File: src/rtl/mem_stage_lsu.sv
// Memory-stage load/store unit: issues one data-memory transaction per
// load/store, formats store lanes, extends load data and stalls the pipe
// until the access has finished.
module mem_stage_lsu #(
    parameter logic [1:0] WB_SEL_MEM = 2'b01,
    parameter int         TIMEOUT    = 64
) (
    input  logic        i_clk,
    input  logic        i_reset,
    input  logic        i_insn_vld,
    input  logic [31:0] i_alu_data,
    input  logic [31:0] i_rs2_data,
    input  logic        i_mem_rw,
    input  logic [2:0]  i_type_access,
    input  logic [1:0]  i_wb_sel,
    input  logic        i_rd_wren,
    output logic        o_stall,
    output logic        o_dmem_req_vld,
    input  logic        i_dmem_req_rdy,
    output logic [31:0] o_dmem_addr,
    output logic        o_dmem_we,
    output logic [3:0]  o_dmem_wstrb,
    output logic [31:0] o_dmem_wdata,
    input  logic        i_dmem_rsp_vld,
    input  logic [31:0] i_dmem_rdata,
    output logic [31:0] o_ld_data,
    output logic        o_rd_wren,
    output logic        o_misaligned,
    output logic        o_bus_err
);

    localparam int CW = (TIMEOUT > 2) ? $clog2(TIMEOUT) : 1;
    localparam logic [CW-1:0] CNT_LAST = CW'(TIMEOUT - 1);

    typedef enum logic [1:0] {IDLE, REQ, RSP, DONE} state_t;

    state_t        state, state_nxt;
    logic [CW-1:0] cnt;
    logic          to_flag;
    logic          timeout_hit;

    // request fields captured at issue so they stay stable while waiting for rdy
    logic [31:0]   r_addr;
    logic          r_we;
    logic [3:0]    r_strb;
    logic [31:0]   r_wdata;
    logic [2:0]    r_type;

    logic          is_mem;
    logic          misal;
    logic [3:0]    fmt_strb;
    logic [31:0]   fmt_wdata;
    logic [31:0]   ext_data;

    assign is_mem = i_insn_vld && (i_mem_rw || (i_wb_sel == WB_SEL_MEM));
    assign misal  = ((i_type_access[1:0] == 2'b01) && i_alu_data[0]) ||
                    ((i_type_access[1:0] == 2'b10) && (i_alu_data[1:0] != 2'b00));
    assign timeout_hit = !i_dmem_rsp_vld && (cnt == CNT_LAST);

    // Store lane replication and byte strobes; loads drive no strobes
    always_comb begin
        fmt_strb  = 4'b0000;
        fmt_wdata = i_rs2_data;
        if (i_mem_rw) begin
            case (i_type_access[1:0])
                2'b00: begin
                    fmt_wdata = {4{i_rs2_data[7:0]}};
                    fmt_strb  = 4'b0001 << i_alu_data[1:0];
                end
                2'b01: begin
                    fmt_wdata = {2{i_rs2_data[15:0]}};
                    fmt_strb  = 4'b0011 << i_alu_data[1:0];
                end
                default: begin
                    fmt_wdata = i_rs2_data;
                    fmt_strb  = 4'b1111;
                end
            endcase
        end
    end

    // Select the addressed byte/half of the read word and extend it
    always_comb begin
        logic [31:0] sh;
        sh       = i_dmem_rdata >> {r_addr[1:0], 3'b000};
        ext_data = i_dmem_rdata;
        case (r_type)
            3'b000:  ext_data = {{24{sh[7]}}, sh[7:0]};
            3'b100:  ext_data = {24'h0, sh[7:0]};
            3'b001:  ext_data = {{16{sh[15]}}, sh[15:0]};
            3'b101:  ext_data = {16'h0, sh[15:0]};
            default: ext_data = i_dmem_rdata;
        endcase
    end

    // Request fields come straight from EX/MEM in IDLE, from the capture afterwards
    assign o_dmem_addr  = (state == IDLE) ? {i_alu_data[31:2], 2'b00} : {r_addr[31:2], 2'b00};
    assign o_dmem_we    = (state == IDLE) ? i_mem_rw  : r_we;
    assign o_dmem_wstrb = (state == IDLE) ? fmt_strb  : r_strb;
    assign o_dmem_wdata = (state == IDLE) ? fmt_wdata : r_wdata;

    // Next-state and control outputs
    always_comb begin
        state_nxt      = state;
        o_dmem_req_vld = 1'b0;
        o_stall        = 1'b0;
        o_rd_wren      = 1'b0;
        o_misaligned   = 1'b0;
        o_bus_err      = 1'b0;
        case (state)
            IDLE: begin
                if (is_mem) begin
                    if (misal) begin
                        o_misaligned = 1'b1;
                    end else begin
                        o_dmem_req_vld = 1'b1;
                        o_stall        = 1'b1;
                        state_nxt      = i_dmem_req_rdy ? RSP : REQ;
                    end
                end else begin
                    o_rd_wren = i_rd_wren;
                end
            end
            REQ: begin
                o_dmem_req_vld = 1'b1;
                o_stall        = 1'b1;
                if (i_dmem_req_rdy) state_nxt = RSP;
            end
            RSP: begin
                o_stall = 1'b1;
                if (i_dmem_rsp_vld || timeout_hit) state_nxt = DONE;
            end
            DONE: begin
                o_rd_wren = i_rd_wren && !to_flag;
                o_bus_err = to_flag;
                state_nxt = IDLE;
            end
            default: state_nxt = IDLE;
        endcase
    end

    // State, capture registers, timeout counter and load result
    always_ff @(posedge i_clk) begin
        if (i_reset) begin
            state     <= IDLE;
            cnt       <= '0;
            to_flag   <= 1'b0;
            o_ld_data <= 32'h0;
            r_addr    <= 32'h0;
            r_we      <= 1'b0;
            r_strb    <= 4'h0;
            r_wdata   <= 32'h0;
            r_type    <= 3'h0;
        end else begin
            state <= state_nxt;
            cnt   <= (state == RSP) ? cnt + CW'(1) : '0;
            if (state == IDLE && is_mem && !misal) begin
                r_addr  <= i_alu_data;
                r_we    <= i_mem_rw;
                r_strb  <= fmt_strb;
                r_wdata <= fmt_wdata;
                r_type  <= i_type_access;
            end
            if (state == RSP) begin
                to_flag <= timeout_hit;
                if (i_dmem_rsp_vld && !r_we) o_ld_data <= ext_data;
                else if (timeout_hit)        o_ld_data <= 32'h0;
            end else if (state == IDLE) begin
                to_flag <= 1'b0;
            end
        end
    end

endmodule

File: config.mk
export PLATFORM = sky130hd
export DESIGN_NAME = mem_stage_lsu
export DESIGN_NICKNAME = d
export VERILOG_FILES = /design/src/rtl/mem_stage_lsu.sv
export SDC_FILE = /design/constraint.sdc
export NUM_CORES = 1
export LEC_CHECK = 0
export BUFFER_PORTS_ARGS = -buffer_cell sky130_fd_sc_hd__clkbuf_2
export CAP_MARGIN = 20
export CORE_ASPECT_RATIO = 0.5
export CORE_MARGIN = 2
export CORE_UTILIZATION = 45
export DETAILED_ROUTE_END_ITERATION = 8
export MAX_ROUTING_LAYER = met4
export PLACE_DENSITY = 0.73
export SLEW_MARGIN = 10
export SYNTH_ARGS = -nofsm -noshare
export SYNTH_HDL_FRONTEND = slang
export SYNTH_SLANG_ARGS = --single-unit
File: constraint.sdc
create_clock -name i_clk -period 2.55 [get_ports i_clk]
set_clock_uncertainty 0.2 [all_clocks]
set_input_delay 0.1275 -clock i_clk [delete_from_list [all_inputs] [get_ports i_clk]]
set_output_delay 0.1275 -clock i_clk [all_outputs]
set_load 0.05 [all_outputs]
==> metrics.yaml <==
overflow: 0
syn_inst: 737
fmax_mhz: 403
post_dp_cell_area_um2: 7410
start_util_pct: 46.2
grt_pass1_vias: 6685
synthesis.area_um2: 6260
worstMarginPinSlew_ns: 0.825
die-area_um2: 14900
status: "finished clean"
vias: 6828
cellLeakagePower_uw: 0.00385
period_share_pct: 97.3
use_met3_pct: 6.13
viasPerCell: 5.60
dp_hpwl_mm: 12.7
async_flop_share_pct: 0
drt_iter0_markers: 678
critPathSlowestCell: "mux2_2"
yosysSeqAreaShare_pct: 36.1
critPathCaptureType: "output port"
ant_nets: 0
syn_area_per_cell_um2: 8.49
critPathMaxStageDelay_ns: 0.40
cts.clk_slew.worst_paths_ns: 0.05
start_kind: "flip-flop"
num_antenna_cells: 0
fin_util_pct: 67.6
crit_chain: "inv_1 > ha_4 > buf_16 > mux2_2 > clkbuf_2"
portBuffers: 211
setup_viol: 0
ys_seq_elements: 113
cts_root_buf: "clkbuf_16"
maxCapViolCount: 0
power.total_uw: 10300
period_minus_slack_ns: 2.48
place_congestion: 0.843
post_cts_buffers: 0
synth_top_area_share_pct: 36.1
synth-edff-count: 0
core_um2: 13600
min_path_type: "primary input to flip-flop"
met1_usage_pct: 32.9
powerDensity_nw_per_um2: 1120
clock_sink_count: 113
required_ns: 2.22
wl_mm: 20.8
grt_use_met2_pct: 49.4
ios: 214
cp.arrival_ns: 2.15
cts_tree: "built"
antenna_found_initial: 0
maxSlewViolCount: 0
grt_max_degree: 84
final_common_cell: "clkbuf_2"
insertion_delay_ns: 0.40
synth.top_cells.by_area: "dfxtp_1 36%, mux2_2 12%, a21oi_1 8.1%, nand3_1 5.2%, o21ai_0 4.9%"
htreeDepth: 4
die_w_um: 171
setup_tns_ns: 0
final_area_um2: 9170
drive_gt1_share_pct: 34.9
synthFlopType: "dfxtp_1"
syn2layout_area_growth_pct: 46.4
ys_types: 59
finalHoldViolCount: 0
ys_warn_count: 0
track_usage_pct: 28.2
cts_buffer_depth: 2
grt_pass1_wl_mm: 32.8
drcViolationCount: 0
num_rows: 30
cts_made_buffers: 17
nets: 1128
critPathKind: "flip-flop to output port"
yosys.area.top_type: "dfxtp_1"
slew_headroom_pct: 45.0
cp_max_fo: 83
peakVddDrop_v: 0.000709
die_h_um: 87.4
nFillCells: 1065
rsz0062_at_grt: "true"
dr.pass1.iters: 5
wl_per_cell_um: 17.1
final_cell_mix: "175 x clkbuf_2, 112 x dfxtp_1, 104 x dlygate4sd3_1"
busiest_layer: "met2"
metal layers:
layer | part of all wire [%] | up-vias
met5 | 0 | -
met4 | 1.4 | 0
met3 | 6.0 | 31
met2 | 50 | 273
met1 | 42 | 3277
li1 | - | 3247
critical path: cells and delay by family (launching register included):
kind                       cells  cell delay (ns)
muxes                          1             0.40
DFF                            1             0.34
buffers and inverters          3             0.70
adders and majority gates      1             0.26
stage by stage:
step                setup WS [ns]  hold WS (ns)  cells
finish                     0.0684       0.00324   1220
global route              -0.0233        0.0225   1220
CTS                        0.0344       0.00112   1220
detailed placement          0.357         0.173   1084
global placement            0.446         0.170   1084
floorplan                  0.0286        0.0744    738
path summary, 6_finish.rpt:
check	from	endpoint	slack, ns	depth (start not counted)
setup reg to reg	state[0]$_SDFFE_PP0P_	o_ld_data[11]$_SDFFE_PP0P_	0.13	7
hold reg to reg	o_ld_data[4]$_SDFFE_PP0P_	o_ld_data[4]$_SDFFE_PP0P_	0.24	2
hold / removal	i_rs2_data[30]	r_wdata[30]$_SDFFE_PP0P_	0.003	4
setup / recovery	state[0]$_SDFFE_PP0P_	o_dmem_wdata[4]	0.07	5
registers in the layout, summed over array words and instances (netlist names):
signal and flops:
r_wdata 32, cnt 6, o_ld_data 32, to_flag 1
state 2, r_we 1, r_addr 32, r_strb 4
r_type 3
cell usage after synthesis, types with 7 or more instances:
library cell / count
a211oi_1: 16
a21oi_1: 101
a221oi_1: 7
a2bb2oi_1: 7
buf_1: 7
buf_2: 15
clkbuf_1: 46
dfxtp_1: 113
inv_1: 7
mux2_2: 67
mux2i_1: 24
nand2_1: 34
nand3_1: 65
nand3b_1: 9
nor2_1: 32
nor2b_1: 28
o211ai_1: 9
o21ai_0: 61
o21ai_1: 7
o21ai_2: 10
o221ai_1: 8
area by class of cell:
class	count	area (µm²)	share of cell area [%]
sequential	113	2260	24.7
inverter	7	26.3	0.287
tap	192	240	2.62
timing repair buffer	333	2270	24.8
clock buffer	19	453	4.94
multi-input combinational	543	3700	40.4
clock inverter	13	209	2.28
kinds of logic after synthesis:
logic type	synth area share [%]
AO/OA/AOI/OAI	24.4
AND/OR/NAND/NOR	15.8
flip-flops	36.1
multiplexers	16.3
buffers and inverters	5.70
adder cells (fa/ha/maj)	1.00
XOR/XNOR	0.680
other	0.0599
power breakdown:
part	internal [µW]	switching, µW
registers	2030	159
clock network	1790	874
logic	1580	3850
total	5400	4880
what timing repair did:
action                     in CTS  in global routing
hold buffers                  104                  0
setup endpoints to repair       0                 59
gates resized for setup         0                 46
hold endpoints to repair      100                  0
Power figures use the tool's default switching activity.
